`src/rtl/pipe_stage_skid.sv`:
```
// Elastic pipeline-stage register: valid/ready, flush, bubble zeroing, 1-cycle latency.
// `define PIPE_STAGE_SKID_EN adds a skid entry and a registered in_ready.
module pipe_stage_skid #(
  parameter int                DATA_W   = 128,
  parameter int                CTRL_W   = 16,
  parameter logic [CTRL_W-1:0] CTRL_NOP = '0
) (
  input  logic              clk,
  input  logic              rst,
  input  logic              flush,
  input  logic              in_valid,
  output logic              in_ready,
  input  logic [DATA_W-1:0] in_data,
  input  logic [CTRL_W-1:0] in_ctrl,
  output logic              out_valid,
  input  logic              out_ready,
  output logic [DATA_W-1:0] out_data,
  output logic [CTRL_W-1:0] out_ctrl,
  output logic [1:0]        occ
);

  logic              w_in_fire;
  logic              w_out_fire;
  logic [DATA_W-1:0] r_main_data;
  logic [CTRL_W-1:0] r_main_ctrl;

  assign w_in_fire  = in_valid & in_ready & ~flush;
  assign w_out_fire = out_valid & out_ready;
  assign out_data   = r_main_data;
  assign out_ctrl   = r_main_ctrl;

`ifdef PIPE_STAGE_SKID_EN
  localparam logic [1:0] EMPTY = 2'd0;
  localparam logic [1:0] ONE   = 2'd1;
  localparam logic [1:0] TWO   = 2'd2;

  logic [1:0]        r_state;
  logic              r_in_ready;
  logic [DATA_W-1:0] r_skid_data;
  logic [CTRL_W-1:0] r_skid_ctrl;

  assign out_valid = (r_state != EMPTY);
  assign in_ready  = r_in_ready;
  assign occ       = r_state;

  // r_in_ready tracks "next state is not TWO" so upstream never sees out_ready combinationally.
  always_ff @(posedge clk) begin
    if (rst || flush) begin
      r_state     <= EMPTY;
      r_in_ready  <= 1'b1;
      r_main_data <= '0;
      r_main_ctrl <= CTRL_NOP;
      r_skid_data <= '0;
      r_skid_ctrl <= CTRL_NOP;
    end else begin
      case (r_state)
        EMPTY: begin
          if (w_in_fire) begin
            r_main_data <= in_data;
            r_main_ctrl <= in_ctrl;
            r_state     <= ONE;
          end
        end
        ONE: begin
          if (w_in_fire && w_out_fire) begin
            r_main_data <= in_data;
            r_main_ctrl <= in_ctrl;
          end else if (w_in_fire) begin
            r_skid_data <= in_data;
            r_skid_ctrl <= in_ctrl;
            r_state     <= TWO;
            r_in_ready  <= 1'b0;
          end else if (w_out_fire) begin
            r_main_data <= '0;
            r_main_ctrl <= CTRL_NOP;
            r_state     <= EMPTY;
          end
        end
        TWO: begin
          if (w_out_fire) begin
            r_main_data <= r_skid_data;
            r_main_ctrl <= r_skid_ctrl;
            r_skid_data <= '0;
            r_skid_ctrl <= CTRL_NOP;
            r_state     <= ONE;
            r_in_ready  <= 1'b1;
          end
        end
        default: begin
          r_state     <= EMPTY;
          r_in_ready  <= 1'b1;
          r_main_data <= '0;
          r_main_ctrl <= CTRL_NOP;
        end
      endcase
    end
  end
`else
  logic r_valid;

  assign out_valid = r_valid;
  assign in_ready  = ~r_valid | out_ready;
  assign occ       = {1'b0, r_valid};

  always_ff @(posedge clk) begin
    if (rst || flush) begin
      r_valid     <= 1'b0;
      r_main_data <= '0;
      r_main_ctrl <= CTRL_NOP;
    end else if (w_in_fire) begin
      r_valid     <= 1'b1;
      r_main_data <= in_data;
      r_main_ctrl <= in_ctrl;
    end else if (w_out_fire) begin
      r_valid     <= 1'b0;
      r_main_data <= '0;
      r_main_ctrl <= CTRL_NOP;
    end
  end
`endif

endmodule

```
`config.mk`:
```
export PLATFORM = sky130hd
export DESIGN_NAME = pipe_stage_skid
export DESIGN_NICKNAME = d
export VERILOG_FILES = /design/src/rtl/pipe_stage_skid.sv
export SDC_FILE = /design/constraint.sdc
export NUM_CORES = 1
export LEC_CHECK = 0
export ABC_CLOCK_PERIOD_IN_PS = 1550
export BUFFER_PORTS_ARGS = -buffer_cell sky130_fd_sc_hd__buf_4
export CORE_AREA = 2 2 146 148
export DETAILED_ROUTE_END_ITERATION = 10
export DIE_AREA = 0 0 148 150
export MAX_ROUTING_LAYER = met4
export PLACE_DENSITY = 0.58
export SLEW_MARGIN = 20
export SYNTH_ARGS = -nofsm -noshare
export SYNTH_HDL_FRONTEND = slang
export SYNTH_SLANG_ARGS = --single-unit
```
`constraint.sdc`:
```
create_clock -name clk -period 1.55 [get_ports clk]
set_input_delay 0.31 -clock clk [delete_from_list [all_inputs] [get_ports clk]]
set_output_delay 0.31 -clock clk [all_outputs]
set_load 0.02 [all_outputs]
```
== Yosys cells after proc, flatten, opt, wreduce, memory -nomap -nowiden ==
Index checks and enable logic that the tools add are counted.
Storage, ports and cells
  flip-flop bits (word level): 145
  output and inout bits: 148
  input port bits: 149
  logic and storage cells: 17
Cells by class
  reductions and logical operators: 2
  bitwise gates (word level): 6
  muxes and demuxes: 6
Operators by type and width (count)
  two-way mux 128 bit: 2
  two-way mux 16 bit: 2
  bitwise AND 1 bit: 3
  two-way mux 1 bit: 2
  NOT 1 bit: 2
  nonzero test 2 bit: 1
  logical OR 1 bit: 1
  bitwise OR 1 bit: 1

== Logic depth before layout (Yosys ltp) ==
  depth after elaboration: 5
  mapped depth: 6
  gate-level depth less buffers: 3

== Worst setup path before layout ==
OpenSTA, ideal clock, no wires.
  kind: register -> register
  start: register r_valid (netlist: out_valid)
  end: register r_main_data[57] (netlist: out_data[57])
  path buffers: 3
  setup time: 0.132 ns
  data required time: 1.418 ns
  arrival: 1.314 ns
  path slack: 0.103 ns
  cell stages (with the launch flop): 7
  clock period less this slack: 1.447 ns
  path through: dfxtp_1 or3b_1 buf_2 buf_6 buf_6 nand3_2 a21oi_1
On the way
  word-level cells in the longest chain between the ends: 5
  elaborated cells on any way between the ends: 7
  those cells by class: mux: 1; bitwise: 5; reduce/logical: 1
Ends and longest elaborated chain
  start: declaration: line 99  | logic r_valid;
  start signal: assignment: line 107  | r_valid <= 1'b0;
  start signal: assignment: line 111  | r_valid <= 1'b1;
  start signal: assignment: line 115  | r_valid <= 1'b0;
  NOT 1 bit: line 102  | assign in_ready = ~r_valid | out_ready;
  bitwise OR 1 bit: line 102
  bitwise AND 1 bit (2 in series): line 27  | assign w_in_fire = in_valid & in_ready & ~flush;
  two-way mux 128 bit or nonzero test 2 bit (tied branches)
  end signal: assignment: line 112  | r_main_data <= in_data;
  end: declaration: line 24  | logic [DATA_W-1:0] r_main_data;
Parallel ways exist; a longest one is shown, timed or not.
A chain may end at the register's enable or synchronous reset.

== Final worst setup path ==
  start: register r_valid (netlist: out_valid)
  end: register r_main_data[44] (netlist: out_data[44])
The elaborated chain is that of the path after synthesis.

==> qor.txt <==
Worst EP arrival: 1.71 ns
DRT Pass-1 Iters: 4
Drt initial violations: 246
Top_reg_cell synth: dfxtp_1
Status: completed
Initial antenna violation count: 0
Nets: 1069
Largest net degree at the start of global routing: 86
PortBufs: 295
Final Hold Viols: 0
GR Util All Layers: 17.3%
Post-Syn Nets: 815
Min Tclk post-route: 1.43 ns
CTS tree: yes
Post-Route WL: 19.4 mm
Yosys top cell area share: 49.3%
Initial Util: 28.4%
Final setup vio count: 0
Reg2reg end: out_data[44]
Residual DRC count: 0
WP depth: 4
Synth top area cells: dfxtp_1, nand3_1, a21oi_1, nand3_2, a21oi_2
Synthesized flop and latch total: 145
Clock transition at the registers of the reported paths: 0.07 ns
Number of global-route vias before repair: 5650
WL per Instance: 16.0 um
Avg Vias per Cell: 4.90
Post-synth top area cell: dfxtp_1
TNS Setup: 0 ns
Total power: 9460 uW
Worst-Skew Late Latency: 0.41 ns
First-pass GRT wire length: 29.8 mm
Max-slew violations: 0
Critical path required time: 1.83 ns
Setup crit end kind: flip-flop
Die width: 148 um
Hold Path Class: primary input to flip-flop
# IOs: 297
Layout cell share with drive strength beyond 1: 46.4%
Final Wtd Congestion: 0.730
H-tree level count: 4
Post-Syn Area: 5890 um2
Tcrit/Tclk final: 92.4%
EDFF count, synth: 0
Crit path launch type: flip-flop
Via count: 5922
Max incr delay on CP: 0.43 ns
Placed cell area: 8370 um2
Cell chain of the critical path: or3b_4 > buf_12 > nand3_1 > a21oi_1
Crit path from: out_valid
Critical path peak fanout: 85
Maximum vdd drop: 646 uV
# clock sinks: 145
Chip height: 150 um
RSZ-0062 raised after global routing: false
Leading cell types by count after synthesis: nand3_1, dfxtp_1, a21oi_1
Post-synthesis sequential area ratio: 49.3%
Critical path's top delay family: simple AND/OR/NAND/NOR gates
Fmax: 698 MHz
Die area: 22200 um2
Crit path to: out_data[44]
Crit path max-delay cell type: or3b_4
Setup WS pre-CTS: 0.0724 ns
PwrDens: 1050 nW/um2
Max cap viols: 0
CTS buffer count: 17
Post_cts resized: 0
Dpl hpwl: 12.6 mm
Critical path class: flip-flop to flip-flop
Post-synthesis cell type count: 17
Syn Inst Count: 666
Top-count cell post-synth: nand3_1
ANT nets after route: 0
Reg2reg setup slack: 0.12 ns
Setup ws final: 0.117 ns
Antenna Cells: 0
# rows: 53
Layout Cell Area excl Fill: 9030 um2
Area Growth Syn to Fin: 53.4%
Leakage: 0.00358 uW
Core ar.: 20700 um2
Congestion Overflow GR: 0
Worst r2r src: out_valid
Crit path buf inv count: 1
Clock Tree Buf Depth: 2
Clk Tree Root Cell: clkbuf_16
Worst r2r path cells: 4
Yosys warns: 0
Clock Skews: 0.00802 ns
Asr flop ratio synth: 0%
Mapped Avg Cell Area: 8.84 um2
-- layer usage --
layer | share of wire, % | GRT usage, % | up-vias
li1 | - | - | 2885
met1 | 44 | 21.2 | 2794
met2 | 46 | 26.8 | 223
met3 | 7.9 | 5.27 | 20
met4 | 1.9 | 6.38 | 0
met5 | 0 | - | -
-- cells in the final DEF (no fill, tap or decap), drive strengths merged --
| cell | Yosys | final |
|---|---|---|
| clkinvlp | 0 | 1 |
| conb | 1 | 1 |
| nand3 | 288 | 288 |
| or2 | 1 | 1 |
| clkbuf | 40 | 19 |
| a21oi | 145 | 145 |
| nor2b | 1 | 1 |
| nand2b | 1 | 1 |
| bufinv | 0 | 4 |
| inv | 1 | 5 |
| nand2 | 1 | 1 |
| buf | 41 | 316 |
| or3b | 1 | 1 |
| clkinv | 0 | 4 |
| dfxtp | 145 | 145 |
-- cell families (layout without fill, tap and decap cells) --
group,after synthesis,count (layout),share of synthesized area [%]
flops,145,145,49.3
other cells,1,1,0.0637
simple gates,293,293,30.1
buf+inv,82,349,6.89
compound gates,145,145,13.6
-- state kept, by name, indices dropped and copies added (netlist names) --
signal / cells
out_valid: 1
out_ctrl: 16
out_data: 128
-- tightest hold or removal path, stage by stage --
cell,delay (ns)
buf_4,0.11
nand3_1,0.05
a21oi_1,0.05
-- timing repair --
item	4_1_cts	5_1_grt
endpoints found under the hold margin	0	0
hold buffers	0	0
buffers inserted	2	0
endpoints found under the setup margin	1	0
-- through the flow --
step	utilization (%)	hold WS, ns	std cells
2_1_floorplan	-	0.439	666
3_3_place_gp	40.5	0.452	1175
3_5_place_dp	40.5	0.458	1175
4_1_cts	43.6	0.122	1208
5_1_grt	43.6	0.127	1208
6_report	43.6	0.148	1208
-- layout make-up --
class | instances | area [um2]
clock inverters | 13 | 196
clock buffers | 19 | 453
fillers | 2104 | 11700
inverters | 1 | 3.75
well taps | 275 | 344
multi-input cells | 439 | 2610
repair buffers | 316 | 2520
flip-flops and latches | 145 | 2900
-- worst min-delay path by stage --
stage                     slack [ns]      endpoint         start  cells after the start
after floorplan                 0.44     out_valid      in_valid                      2
after global placement          0.45  out_data[76]  out_data[76]                      2
after detailed placement        0.46  out_data[80]  out_data[80]                      2
after CTS                       0.12  out_ctrl[12]   in_ctrl[12]                      3
after global routing            0.13   out_data[2]    in_data[2]                      3
final                           0.15  out_ctrl[12]   in_ctrl[12]                      3
-- power by group --
group          switching [uW]  leakage (uW)  internal [uW]  total, uW
sequential               46.7       0.00117           3810       3850
clock                    1700      0.000316           2820       4520
combinational             579       0.00209            503       1080
total                    2330       0.00358           7130       9460
Note: power is estimated with default switching activity, not from simulation.
